$ cat config.mk
export PLATFORM = sky130hd
export DESIGN_NAME = rf_wb_arbiter_flat
export DESIGN_NICKNAME = d
export VERILOG_FILES = /design/src/rtl/rf_wb_arbiter_if.sv /design/src/rtl/rf_wb_arbiter.sv /design/src/flat_wrapper.sv
export SDC_FILE = /design/constraint.sdc
export NUM_CORES = 1
export LEC_CHECK = 0
export ABC_CLOCK_PERIOD_IN_PS = 4100
export CORE_ASPECT_RATIO = 1.25
export CORE_MARGIN = 2
export CORE_UTILIZATION = 55
export CTS_BUF_LIST = sky130_fd_sc_hd__clkbuf_2
export CTS_CLUSTER_DIAMETER = 200
export DETAILED_ROUTE_END_ITERATION = 6
export PLACE_DENSITY = 0.9
export SLEW_MARGIN = 20
export SYNTH_ARGS = -nofsm -noshare
export SYNTH_HDL_FRONTEND = slang
export SYNTH_SLANG_ARGS = --single-unit
$ cat constraint.sdc
create_clock -name clk -period 4.1 [get_ports clk]
set_input_delay 0.82 -clock clk [delete_from_list [all_inputs] [get_ports clk]]
set_output_delay 0.82 -clock clk [all_outputs]
set_load 0.01 [all_outputs]
$ cat src/rtl/rf_wb_arbiter_if.sv
// Write-port bundle between the two result producers, the arbiter and the register file.
// Optional RAW pending-write query ports exist only when RF_WB_PEND_EN is defined.
interface rf_wb_arbiter_if #(
    parameter int DEPTH = 4
);
    logic                    alu_valid;
    logic                    alu_ready;
    logic [4:0]              alu_addr;
    logic [31:0]             alu_data;
    logic                    ls_valid;
    logic                    ls_ready;
    logic [4:0]              ls_addr;
    logic [31:0]             ls_data;
    logic                    rf_we;
    logic [4:0]              rf_waddr;
    logic [31:0]             rf_wdata;
    logic [$clog2(DEPTH):0]  fifo_cnt;
`ifdef RF_WB_PEND_EN
    logic [4:0]              q1_addr;
    logic [4:0]              q2_addr;
    logic                    q1_pend;
    logic                    q2_pend;

    modport master (
        output alu_valid, alu_addr, alu_data, ls_valid, ls_addr, ls_data, q1_addr, q2_addr,
        input  alu_ready, ls_ready, rf_we, rf_waddr, rf_wdata, fifo_cnt, q1_pend, q2_pend
    );
    modport slave (
        input  alu_valid, alu_addr, alu_data, ls_valid, ls_addr, ls_data, q1_addr, q2_addr,
        output alu_ready, ls_ready, rf_we, rf_waddr, rf_wdata, fifo_cnt, q1_pend, q2_pend
    );
`else
    modport master (
        output alu_valid, alu_addr, alu_data, ls_valid, ls_addr, ls_data,
        input  alu_ready, ls_ready, rf_we, rf_waddr, rf_wdata, fifo_cnt
    );
    modport slave (
        input  alu_valid, alu_addr, alu_data, ls_valid, ls_addr, ls_data,
        output alu_ready, ls_ready, rf_we, rf_waddr, rf_wdata, fifo_cnt
    );
`endif
endinterface

$ cat src/rtl/rf_wb_arbiter.sv
// Register-file write arbiter: ALU results have priority, long-latency results wait in a FIFO
// bounded by a starvation counter. RF_WB_PEND_EN adds pending-write lookups for RAW stalls.
module rf_wb_arbiter #(
    parameter int DEPTH      = 4,
    parameter int STARVE_MAX = 3
) (
    input  logic             clk,
    input  logic             rst,
    rf_wb_arbiter_if.slave   bus
);
    localparam int AW = $clog2(DEPTH);
    localparam int CW = AW + 1;
    localparam int SW = $clog2(STARVE_MAX + 1);

    typedef enum logic [1:0] {
        GNT_IDLE,
        GNT_ALU,
        GNT_FIFO,
        GNT_STARVE
    } grant_t;

    logic [4:0]    addr_mem [DEPTH];
    logic [31:0]   data_mem [DEPTH];
    logic [AW-1:0] wr_ptr;
    logic [AW-1:0] rd_ptr;
    logic [CW-1:0] cnt;
    logic [SW-1:0] starve_cnt;

    logic          rf_we_q;
    logic [4:0]    rf_waddr_q;
    logic [31:0]   rf_wdata_q;

    grant_t        grant;
    logic          fifo_empty;
    logic          fifo_full;
    logic          starve;
    logic          push;
    logic          pop;
    logic [4:0]    gnt_addr;
    logic [31:0]   gnt_data;

    assign fifo_empty = (cnt == '0);
    assign fifo_full  = (cnt == CW'(DEPTH));
    assign starve     = !fifo_empty && (starve_cnt == SW'(STARVE_MAX));

    // ls_ready looks only at full, so a pop in the same cycle never makes room for a push.
    assign push = bus.ls_valid && !fifo_full;
    assign pop  = (grant == GNT_STARVE) || (grant == GNT_FIFO);

    always_comb begin
        grant    = GNT_IDLE;
        gnt_addr = 5'd0;
        gnt_data = 32'd0;
        if (starve) begin
            grant    = GNT_STARVE;
            gnt_addr = addr_mem[rd_ptr];
            gnt_data = data_mem[rd_ptr];
        end else if (bus.alu_valid) begin
            grant    = GNT_ALU;
            gnt_addr = bus.alu_addr;
            gnt_data = bus.alu_data;
        end else if (!fifo_empty) begin
            grant    = GNT_FIFO;
            gnt_addr = addr_mem[rd_ptr];
            gnt_data = data_mem[rd_ptr];
        end
    end

    // Storage needs no reset: only entries inside the rd_ptr..cnt window are ever read.
    always_ff @(posedge clk) begin
        if (push) begin
            addr_mem[wr_ptr] <= bus.ls_addr;
            data_mem[wr_ptr] <= bus.ls_data;
        end
    end

    always_ff @(posedge clk) begin
        if (!rst) begin
            wr_ptr <= '0;
            rd_ptr <= '0;
            cnt    <= '0;
        end else begin
            if (push) wr_ptr <= wr_ptr + AW'(1);
            if (pop)  rd_ptr <= rd_ptr + AW'(1);
            case ({push, pop})
                2'b10:   cnt <= cnt + CW'(1);
                2'b01:   cnt <= cnt - CW'(1);
                default: cnt <= cnt;
            endcase
        end
    end

    always_ff @(posedge clk) begin
        if (!rst) begin
            starve_cnt <= '0;
        end else if (pop || fifo_empty) begin
            starve_cnt <= '0;
        end else if ((grant == GNT_ALU) && (starve_cnt != SW'(STARVE_MAX))) begin
            starve_cnt <= starve_cnt + SW'(1);
        end
    end

    // Writes to $0 are consumed here but never raise rf_we on the port.
    always_ff @(posedge clk) begin
        if (!rst) begin
            rf_we_q    <= 1'b0;
            rf_waddr_q <= 5'd0;
            rf_wdata_q <= 32'd0;
        end else if (grant != GNT_IDLE) begin
            rf_we_q    <= (gnt_addr != 5'd0);
            rf_waddr_q <= gnt_addr;
            rf_wdata_q <= gnt_data;
        end else begin
            rf_we_q    <= 1'b0;
        end
    end

    assign bus.alu_ready = !starve;
    assign bus.ls_ready  = !fifo_full;
    assign bus.rf_we     = rf_we_q;
    assign bus.rf_waddr  = rf_waddr_q;
    assign bus.rf_wdata  = rf_wdata_q;
    assign bus.fifo_cnt  = cnt;

`ifdef RF_WB_PEND_EN
    function automatic logic pend_hit(input logic [4:0] q);
        logic hit;
        hit = 1'b0;
        for (int k = 0; k < DEPTH; k++) begin
            if ((CW'(k) < cnt) && (addr_mem[rd_ptr + AW'(k)] == q)) hit = 1'b1;
        end
        if (rf_we_q && (rf_waddr_q == q)) hit = 1'b1;
        return hit && (q != 5'd0);
    endfunction

    always_comb begin
        bus.q1_pend = pend_hit(bus.q1_addr);
        bus.q2_pend = pend_hit(bus.q2_addr);
    end
`else
`endif

endmodule

$ cat src/flat_wrapper.sv
// flat-port wrapper written by rule: the top's interface ports become plain ports
module rf_wb_arbiter_flat 
#(
    parameter int DEPTH      = 4,
    parameter int STARVE_MAX = 3
)
  (clk, rst, bus_alu_valid, bus_alu_addr, bus_alu_data, bus_ls_valid, bus_ls_addr, bus_ls_data, bus_alu_ready, bus_ls_ready, bus_rf_we, bus_rf_waddr, bus_rf_wdata, bus_fifo_cnt);
  rf_wb_arbiter_if #(.DEPTH(DEPTH)) bus_i ();
  input  logic clk;
  input  logic rst;
  input wire logic [$bits(bus_i.alu_valid)-1:0] bus_alu_valid;
  input wire logic [$bits(bus_i.alu_addr)-1:0] bus_alu_addr;
  input wire logic [$bits(bus_i.alu_data)-1:0] bus_alu_data;
  input wire logic [$bits(bus_i.ls_valid)-1:0] bus_ls_valid;
  input wire logic [$bits(bus_i.ls_addr)-1:0] bus_ls_addr;
  input wire logic [$bits(bus_i.ls_data)-1:0] bus_ls_data;
  output wire logic [$bits(bus_i.alu_ready)-1:0] bus_alu_ready;
  output wire logic [$bits(bus_i.ls_ready)-1:0] bus_ls_ready;
  output wire logic [$bits(bus_i.rf_we)-1:0] bus_rf_we;
  output wire logic [$bits(bus_i.rf_waddr)-1:0] bus_rf_waddr;
  output wire logic [$bits(bus_i.rf_wdata)-1:0] bus_rf_wdata;
  output wire logic [$bits(bus_i.fifo_cnt)-1:0] bus_fifo_cnt;
  assign bus_i.alu_valid = bus_alu_valid;
  assign bus_i.alu_addr = bus_alu_addr;
  assign bus_i.alu_data = bus_alu_data;
  assign bus_i.ls_valid = bus_ls_valid;
  assign bus_i.ls_addr = bus_ls_addr;
  assign bus_i.ls_data = bus_ls_data;
  assign bus_alu_ready = bus_i.alu_ready;
  assign bus_ls_ready = bus_i.ls_ready;
  assign bus_rf_we = bus_i.rf_we;
  assign bus_rf_waddr = bus_i.rf_waddr;
  assign bus_rf_wdata = bus_i.rf_wdata;
  assign bus_fifo_cnt = bus_i.fifo_cnt;
  rf_wb_arbiter #(.DEPTH(DEPTH), .STARVE_MAX(STARVE_MAX)) u_core (.clk(clk), .rst(rst), .bus(bus_i));
endmodule
==> results.md, run 1 <==
- Run status: completed
- RR Endpoint: u_core.bus.fifo_cnt[2]$_SDFFE_PN0P_
- P&R area growth vs syn: 22.0%
- Synth top area cells: edfxtp_1 60%, dfxtp_1 13%, mux4_2 11%
- Top_reg_cell synth: edfxtp_1
- Syn Inst Count: 423
- Synth warn: 0
- Post-synth top area cell: edfxtp_1
- Cell Pwr Density: 557 nW/um^2
- GRT Total Usage: 22.0%
- Global-route wire length before repair: 23.3 mm
- Synth unique cells: 35
- Yosys reg bits: 197
- Max Fclk: 316 MHz
- DR iter-0 viols: 313
- Port Buffer Count: 120
- Asr flop ratio synth: 0%
- FP Rows: 47
- First-pass DRT Iterations: 4
- Initial antenna violation count: 1
- CP max FO: 6
- Core ar.: 13200 um^2
- Clk_lat worst skew: 700 ps
- Remaining global-route overflow: 0
- CTS hold repair buffers: 0
- Final core occ: 68.4%
- Hold depth: 1
- Reg clk slew, reported paths: 260 ps
- Sequential element share of the synthesized area: 73.4%
- GPL Wtd Cong: 0.763
- Arr. time, crit path: 2350 ps
- Final Slew Violations: 0
- Fin crit period: 3170 ps
- Final worst slack: 932 ps
- Max-slew headroom: 28.7%
- Avg Cell Area, Syn: 17.5 um^2
- Max clock buf depth: 2
- Dpl cell area: 8720 um^2
- Die area: 14400 um^2
- Pleak: 2.96 nW
- Critical path endpoint category: output port
- Post-synth EDFFs: 148
- Final setup vio count: 0
- Setup_tns: 0 ps
- DR vias/cell: 5.87
- H-tree depth: 4
- CTS tree: built
- Post-cts resize count: 0
- Startpoint types: flip-flop
- Total CTS buffers: 17
- Layout Skew: 44.0 ps
- Worst r2r src: u_core.bus.fifo_cnt[0]$_SDFFE_PN0P_
- Final wirelength: 15.2 mm
- Beginning of the worst hold path: u_core.starve_cnt[0]$_SDFFE_PP0P_
- DRC Markers: 0
- Post-route cell area: 9020 um^2
- Worst Max-Slew Pin Slew: 1070 ps
- Worst Hold End: u_core.starve_cnt[0]$_SDFFE_PP0P_
- RSZ-0062 raised after global routing: no
- Hold Crit Class: flip-flop to flip-flop
- Via Count: 4275
- Vias in the first global route: 4500
- Syn Nets: 508
- Io pins: 121
- Hpwl dp: 9.67 mm
- Layout cells sized above 1: 14.9%
- Clock sinks: 197
- Cell Area, Synth: 7390 um^2
- Initial cell density of the core: 56.1%
- Clk root buf: clkbuf_2
- Pre-CTS setup slack: 984 ps
- Die width: 108 um
- Top cell type's share of synthesized area: 60.1%
- Die height: 134 um
- Worst VDD drop: 350 uV
- WS Path Type: flip-flop to output port
- Setup Buffers After CTS: 0
- Avg WL per Cell: 20.9 um
- R2r setup slk: 1700 ps
- Final worst-path cycle share: 77.3%
- Endpoints failing hold: 0
- Final #Nets: 628
- Largest net degree at the start of global routing: 48
- Max cap viols: 0
- Worst EP required: 3280 ps
- Reg2reg path depth: 9
- Antenna viol nets, final: 0
[how the worst max path moves through the flow]
stage                                                    from                                   to  depth (start not counted)
after floorplan                                 bus_alu_valid  u_core.bus.fifo_cnt[2]$_SDFFE_PN0P_                         10
after global placement                          bus_alu_valid  u_core.bus.fifo_cnt[2]$_SDFFE_PN0P_                         10
after detailed placement                        bus_alu_valid  u_core.bus.fifo_cnt[2]$_SDFFE_PN0P_                         10
after CTS                 u_core.bus.fifo_cnt[2]$_SDFFE_PN0P_                        bus_alu_ready                          3
after global routing      u_core.bus.fifo_cnt[2]$_SDFFE_PN0P_                        bus_alu_ready                          3
final                     u_core.bus.fifo_cnt[2]$_SDFFE_PN0P_                        bus_alu_ready                          3
[registers in the layout, summed over array words and instances, names as in the netlist, named ones only]
signal and count:
u_core.addr_mem 20, u_core.rd_ptr 2, u_core.wr_ptr 2, u_core.data_mem 128, u_core.bus.rf_we 1, u_core.bus.rf_waddr 5, u_core.bus.rf_wdata 32, u_core.bus.fifo_cnt 3
u_core.starve_cnt 2
[worst max-delay path, stage by stage, from the launching register on]
cell	delay, ps
dfxtp_1	420
or3_1	530
nand2_1	170
clkdlybuf4s50_1	550
[metrics by stage]
| stage | total power, mW | hold WS, ps | std cells |
|---|---|---|---|
| 2_1_floorplan | 3.49 | 399 | 423 |
| 3_3_place_gp | 3.94 | 408 | 695 |
| 3_5_place_dp | 4.04 | 422 | 695 |
| 4_1_cts | 5.06 | 453 | 727 |
| 5_1_grt | 5.26 | 461 | 728 |
| 6_report | 5.02 | 449 | 728 |
[layer usage]
metal,track usage (%),part of all wire (%)
met1,25.3,37
met3,5.82,6.0
met5,0,0
met4,9.54,1.7
met2,38.6,55
[cells in the mapped netlist (3+ instances only)]
master	n
edfxtp_1	148
dfxtp_1	49
mux4_2	37
nor2_1	27
o21ai_0	27
o22ai_1	25
nand2_1	16
clkbuf_1	10
a21boi_0	9
a22oi_1	8
inv_1	8
and2_1	7
buf_2	7
and3_1	6
ha_1	6
xnor2_1	4
buf_4	3
nor2b_1	3
[where the power goes]
part | total, mW | leakage [nW] | internal (mW) | switching, mW
Combinational | 1.34 | 1.03 | 0.702 | 0.638
Clock | 1.04 | 0.165 | 0.412 | 0.630
Sequential | 2.64 | 1.77 | 2.44 | 0.201
Total | 5.02 | 2.96 | 3.55 | 1.47
[logic make-up (layout without fill, tap and decap cells)]
kind of cell	count (synthesis)	in the layout	synth area share, %
XOR/XNOR	5	5	0.592
buffers and inverters	31	164	2.03
flip-flops	197	197	73.4
AND/OR/NAND/NOR	65	65	4.00
other	0	1	0
adder cells (fa/ha/maj)	7	7	1.29
multiplexers	37	37	11.3
AO/OA/AOI/OAI	81	81	7.42
[cells in the final DEF, fill, tap and decap left out, types with 2 or more instances in the layout]
| cell | n |
|---|---|
| and3_1 | 2 |
| mux4_2 | 37 |
| buf_4 | 3 |
| nand2_1 | 15 |
| dfxtp_1 | 47 |
| clkinv_1 | 2 |
| bufinv_16 | 4 |
| o21a_1 | 2 |
| o21ai_0 | 27 |
| ha_1 | 6 |
| or3_1 | 2 |
| o22ai_1 | 25 |
| a21boi_0 | 9 |
| edfxtp_1 | 148 |
| inv_1 | 8 |
| nand3_1 | 2 |
| a22oi_1 | 8 |
| clkdlybuf4s50_1 | 120 |
| dfxtp_2 | 2 |
| a22o_1 | 2 |
| a221oi_2 | 2 |
| and2_1 | 7 |
| nor2_1 | 27 |
| a222oi_1 | 2 |
| nor2b_1 | 3 |
| inv_6 | 6 |
| clkinv_4 | 2 |
| and3_2 | 4 |
| xnor2_1 | 4 |
| clkbuf_2 | 18 |
[cell type report]
class	count	area [um^2]
antenna	1	2.50
clock buffer	18	90.1
clock inverter	14	196
fill	888	4160
inverter	9	38.8
multi-input combinational	195	1820
sequential	197	5430
tap	171	214
timing repair buffer	123	1220
Power figures use the tool's default switching activity.
==> run 2: changes to the inputs <==
--- a/config.mk
+++ b/config.mk
@@ -5,14 +5,14 @@
 export SDC_FILE = /design/constraint.sdc
 export NUM_CORES = 1
 export LEC_CHECK = 0
-export ABC_CLOCK_PERIOD_IN_PS = 4100
+export ABC_CLOCK_PERIOD_IN_PS = 2830
 export CORE_ASPECT_RATIO = 1.25
 export CORE_MARGIN = 2
-export CORE_UTILIZATION = 55
+export CORE_UTILIZATION = 50
 export CTS_BUF_LIST = sky130_fd_sc_hd__clkbuf_2
 export CTS_CLUSTER_DIAMETER = 200
 export DETAILED_ROUTE_END_ITERATION = 6
-export PLACE_DENSITY = 0.9
+export PLACE_DENSITY = 0.87
 export SLEW_MARGIN = 20
 export SYNTH_ARGS = -nofsm -noshare
 export SYNTH_HDL_FRONTEND = slang
==> constraint.sdc (replaced) <==
create_clock -name clk -period 2.83 [get_ports clk]
set_input_delay 0.566 -clock clk [delete_from_list [all_inputs] [get_ports clk]]
set_output_delay 0.566 -clock clk [all_outputs]
set_load 0.01 [all_outputs]
==> run 2 against run 1 <==
  * Worst setup slack lost 750 ps
  * Sequential power is 41% higher
  * Cell count rose by 2.3%
  * Register-to-register slack lost 1200 ps
  * Flip-flop and latch count is the same
  * Critical path type unchanged
  * Sequential share of layout area is 0.25 points lower
  * Critical path depth stayed put
  * First-iteration DRC count decreased by 3.8%
  * Critical endpoint is now bus_ls_ready
  * Worst hold slack lost 37 ps
  * Combinational power is 59% higher
  * Wire length grew 0.77%
  * Largest cell class unchanged
  * Design area increased by 0.53%
==> results.md, run 2 (synthesized netlist as in run 1, its figures left out) <==
- Final worst slack: 185 ps
- RSZ-0062 raised after global routing: no
- Max Fclk: 378 MHz
- Worst Hold End: u_core.addr_mem[2][0]$_DFFE_PP_
- Final Total Pwr: 6.98 mW
- Fin cells: 745
- Clk root buf: clkbuf_2
- RR Endpoint: u_core.bus.fifo_cnt[2]$_SDFFE_PN0P_
- Antenna viol nets, final: 0
- Core ar.: 14400 um^2
- Run status: completed
- DR iter-0 viols: 301
- Fillers: 1020
- WS Path Type: flip-flop to output port
- Post-Place Cells: 711
- Clock sinks: 197
- Layout cells sized above 1: 16.8%
- Remaining global-route overflow: 0
- Layout Skew: 32.8 ps
- Port Buffer Count: 120
- Setup_tns: 0 ps
- DRC Markers: 0
- Max FFs per register: 128
- Avg WL per Cell: 20.6 um
- H-tree depth: 4
- Max clock buf depth: 2
- Pre-CTS setup slack: 56.1 ps
- Largest net degree at the start of global routing: 48
- Initial antenna violation count: 1
- Io pins: 121
- Crit path largest cell delay: 600 ps
- Die height: 140 um
- Die area: 15800 um^2
- Critical path endpoint category: output port
- Startpoint types: flip-flop
- Hold Crit Class: input pin to flip-flop
- Endpoints failing hold: 0
- R2r setup slk: 460 ps
- Final Slew Violations: 0
- Hold depth: 1
- CP max FO: 6
- Worst Max-Slew Pin Slew: 688 ps
- Max cap viols: 0
- Final core occ: 62.9%
- Global-route wire length before repair: 24.0 mm
- Final setup vio count: 0
- First-pass DRT Iterations: 5
- Initial cell density of the core: 51.3%
- CTS tree: built
- Clk_lat worst skew: 740 ps
- GRT Total Usage: 20.4%
- Worst VDD drop: 479 uV
- WHS: 412 ps
- Max-slew headroom: 54.2%
- CTS hold repair buffers: 0
- Commonest non-fill, non-tap cell in the layout: edfxtp_1
- Worst r2r src: u_core.bus.fifo_cnt[0]$_SDFFE_PN0P_
- Post-route cell area: 9060 um^2
- Arr. time, crit path: 2080 ps
- FP Rows: 49
- Final wirelength: 15.3 mm
- Dpl cell area: 8860 um^2
- Most frequent cells in the layout: 148 x edfxtp_1, 119 x clkdlybuf4s50_1, 44 x dfxtp_1
- Final worst-path cycle share: 93.5%
- Reg2reg path depth: 10
- Worst EP required: 2260 ps
- Pleak: 2.97 nW
- Hpwl dp: 9.94 mm
- DR vias/cell: 5.71
- Reg clk slew, reported paths: 250 ps
- Reg with most FFs: u_core.data_mem
- Slowest cell on crit path: clkdlybuf4s50_1
- Cell Pwr Density: 770 nW/um^2
- Via Count: 4256
- Final #Nets: 638
- Vias in the first global route: 4576
- P&R area growth vs syn: 22.6%
- Crit-path cells: inv_1 -> nand3_1 -> clkdlybuf4s50_1
- Beginning of the worst hold path: bus_ls_addr[0]
- GPL Wtd Cong: 0.726
- Fin crit period: 2650 ps
- Total CTS buffers: 17
- Die width: 113 um
[run 2: layout make-up]
type	count	area (um^2)	share of cell area, %
well taps	178	223	2.46
flip-flops and latches	197	5430	60.0
clock inverters	13	85.1	0.939
multi-input cells	195	1830	20.1
inverters	9	38.8	0.428
clock buffers	19	95.1	1.05
diodes	1	2.50	0.0276
repair buffers	133	1360	15.0
[run 2: how the worst max path moves through the flow]
stage	start	to	depth (start not counted)
6_report	u_core.bus.fifo_cnt[0]$_SDFFE_PN0P_	bus_ls_ready	3
5_1_grt	u_core.bus.fifo_cnt[0]$_SDFFE_PN0P_	bus_ls_ready	3
2_1_floorplan	bus_alu_valid	u_core.bus.fifo_cnt[2]$_SDFFE_PN0P_	10
3_5_place_dp	bus_alu_valid	u_core.bus.fifo_cnt[2]$_SDFFE_PN0P_	10
4_1_cts	u_core.bus.fifo_cnt[1]$_SDFFE_PN0P_	bus_ls_ready	3
3_3_place_gp	bus_alu_valid	u_core.bus.fifo_cnt[2]$_SDFFE_PN0P_	10
[run 2: per-layer routing]
metal	track usage, %	wire length (um)	vias up
met1	23.6	6020	2166
met4	8.79	392	0
li1	-	-	1928
met2	36.4	8210	136
met3	4.59	693	26
met5	0	0	-
[run 2: timing repair]
action / in CTS / in global routing
endpoints found under the setup margin: 1 / 1
resized for setup: 5 / 1
pin swaps: 0 / 0
buffers inserted: 1 / 0
[run 2: where the power goes]
group | internal [mW] | switching, mW | leakage (nW)
Clock | 0.232 | 0.892 | 0.117
Combinational | 1.10 | 1.03 | 1.09
Sequential | 3.53 | 0.198 | 1.77
Total | 4.86 | 2.12 | 2.97
[run 2: critical path, delay by kind of cell (launching register included)]
kind / cells / cell delay [ps]
buffers and inverters: 2 / 690
AND/OR/NAND/NOR: 1 / 210
flip-flops: 1 / 440
==> run 3: changes to the inputs <==
--- a/config.mk
+++ b/config.mk
@@ -12,7 +12,7 @@
 export CTS_BUF_LIST = sky130_fd_sc_hd__clkbuf_2
 export CTS_CLUSTER_DIAMETER = 200
 export DETAILED_ROUTE_END_ITERATION = 6
-export PLACE_DENSITY = 0.87
+export PLACE_DENSITY_LB_ADDON = 0.15
 export SLEW_MARGIN = 20
 export SYNTH_ARGS = -nofsm -noshare
 export SYNTH_HDL_FRONTEND = slang
==> run 3 against run 2 <==
  * Worst setup slack improved by 39 ps
  * First-iteration DRC count decreased by 15%
  * Cell count increased by 0.27%
  * Power increased by 3.4%
  * Critical path depth unchanged
  * Die area unchanged
  * Design area increased by 0.99%
  * Global-route usage decreased by 0.80 points
  * Combinational power about the same
  * Sequential share of layout area decreased by 0.60 points
  * Clock power increased by 22%
  * Utilization increased by 0.63 points
  * Critical endpoint unchanged
  * Largest cell class unchanged
  * Largest power group unchanged
==> results.md, run 3 (synthesized netlist as in run 1, its figures left out) <==
- Run status: completed
- Clk root buf: clkbuf_2
- Commonest non-fill, non-tap cell in the layout: edfxtp_1
- Die height: 140 um
- Arr. time, crit path: 2040 ps
- Most frequent cells in the layout: 148 x edfxtp_1, 119 x clkdlybuf4s50_1, 45 x dfxtp_1
- R2r setup slk: 500 ps
- Global-route wire length before repair: 23.2 mm
- Initial antenna violation count: 0
- Die width: 113 um
- H-tree depth: 4
- GPL Wtd Cong: 0.754
- Total CTS buffers: 17
- Critical path endpoint category: output port
- RSZ-0062 raised after global routing: no
- N_diodes: 0
- CTS tree: built
- Final worst slack: 223 ps
- Setup_tns: 0 ps
- Worst EP required: 2260 ps
- Slowest cell on crit path: clkdlybuf4s50_1
- Max Fclk: 384 MHz
- Reg with most FFs: u_core.data_mem
- Buf/Inv on CP: 2
- Crit path largest cell delay: 570 ps
- P&R area growth vs syn: 23.9%
- Dpl cell area: 8890 um^2
- Remaining global-route overflow: 0
- Initial cell density of the core: 51.3%
- Beginning of the worst hold path: bus_ls_addr[4]
- Pre-CTS setup slack: 165 ps
- Final worst-path cycle share: 92.1%
- Post-Place Cells: 714
- Die area: 15800 um^2
- Fin cells: 747
- Port Buffer Count: 120
- DR vias/cell: 5.57
- Antenna viol nets, final: 0
- Final setup vio count: 0
- Pleak: 3.01 nW
- Via Count: 4162
- FP Rows: 49
- Clk_lat worst skew: 720 ps
- Core ar.: 14400 um^2
- Io pins: 121
- Largest net degree at the start of global routing: 48
- Worst Max-Slew Pin Slew: 574 ps
- Met3 usage in global routing: 6.10%
- Fillers: 1047
- CP max FO: 6
- Layout cells sized above 1: 17.2%
- Layout Skew: 17.9 ps
- Max-slew headroom: 61.7%
- WS Path Type: flip-flop to output port
- Final #Nets: 641
- Crit-path cells: inv_1 -> nand3_1 -> clkdlybuf4s50_1
- CTS hold repair buffers: 0
- Final Total Pwr: 7.22 mW
- Met2 Usage GRT: 32.9%
- Top delay family on crit path: buffers and inverters
- GR peak layer: met2
- Startpoint types: flip-flop
- Reg clk slew, reported paths: 250 ps
- Post-route cell area: 9150 um^2
- DR iter-0 viols: 257
- Fin crit period: 2610 ps
- DRC Markers: 0
- Hold Crit Class: input pin to flip-flop
- Worst VDD drop: 583 uV
- Hpwl dp: 9.29 mm
- Endpoints failing hold: 0
- Max FFs per register: 128
- GRT Total Usage: 19.6%
- Clock sinks: 197
- Cell Pwr Density: 789 nW/um^2
- Met1 Track Usage GR: 24.9%
- Final Slew Violations: 0
- Avg WL per Cell: 19.8 um
- Worst r2r src: u_core.bus.fifo_cnt[1]$_SDFFE_PN0P_
- Max clock buf depth: 2
- Max cap viols: 0
- Critical path startpoint: u_core.bus.fifo_cnt[1]$_SDFFE_PN0P_
- Vias in the first global route: 4349
- First-pass DRT Iterations: 5
- Final wirelength: 14.8 mm
==> run 3: cell count changes in the layout (fill, tap and decap cells not counted) <==
| cell | delta |
|---|---|
| clkinv_2 | -1 |
| clkinv_4 | -2 |
| diode_2 | -1 |
| dfxtp_2 | -1 |
| buf_4 | +3 |
| clkinv_1 | -1 |
| clkinvlp_4 | +4 |
| clkbuf_2 | -1 |
| dfxtp_1 | +1 |
| bufinv_16 | +3 |
| inv_6 | -2 |
==> run 3: routing by layer <==
| layer | wire, um | vias to the layer above |
|---|---|---|
| li1 | - | 1933 |
| met1 | 6140 | 2103 |
| met2 | 7640 | 113 |
| met3 | 886 | 13 |
| met4 | 156 | 0 |
| met5 | 0 | - |
==> run 3: where the power goes <==
part	leakage [nW]	switching, mW	total, mW	internal (mW)
clock	0.133	0.891	1.37	0.484
combinational	1.11	0.997	2.11	1.12
sequential	1.77	0.205	3.73	3.53
total	3.01	2.09	7.22	5.13
==> run 3: worst paths after layout <==
kind | to | depth (start not counted)
hold reg to reg | u_core.starve_cnt[0]$_SDFFE_PP0P_ | 1
setup / recovery | bus_ls_ready | 3
hold / removal | u_core.addr_mem[2][4]$_DFFE_PP_ | 1
setup reg to reg | u_core.bus.fifo_cnt[2]$_SDFFE_PN0P_ | 10
==> run 3: through the flow <==
stage	utilization, %	hold slack [ps]
after floorplan	-	399
after global placement	61.7	411
after detailed placement	61.7	418
after CTS	63.5	336
after global routing	63.5	312
final	63.5	433
==> run 3: timing repair <==
action                                  4_1_cts  5_1_grt
setup buffers                                 1        0
endpoints found under the setup margin        1        0
resized for setup                             5        0
==> run 3: cell type report <==
| cell class | instances | area [um^2] | area share (%) |
|---|---|---|---|
| repair buffers | 136 | 1380 | 15.1 |
| inverters | 9 | 38.8 | 0.424 |
| clock inverters | 14 | 161 | 1.76 |
| multi-input cells | 195 | 1830 | 19.9 |
| clock buffers | 18 | 90.1 | 0.984 |
| flip-flops and latches | 197 | 5430 | 59.3 |
| well taps | 178 | 223 | 2.43 |
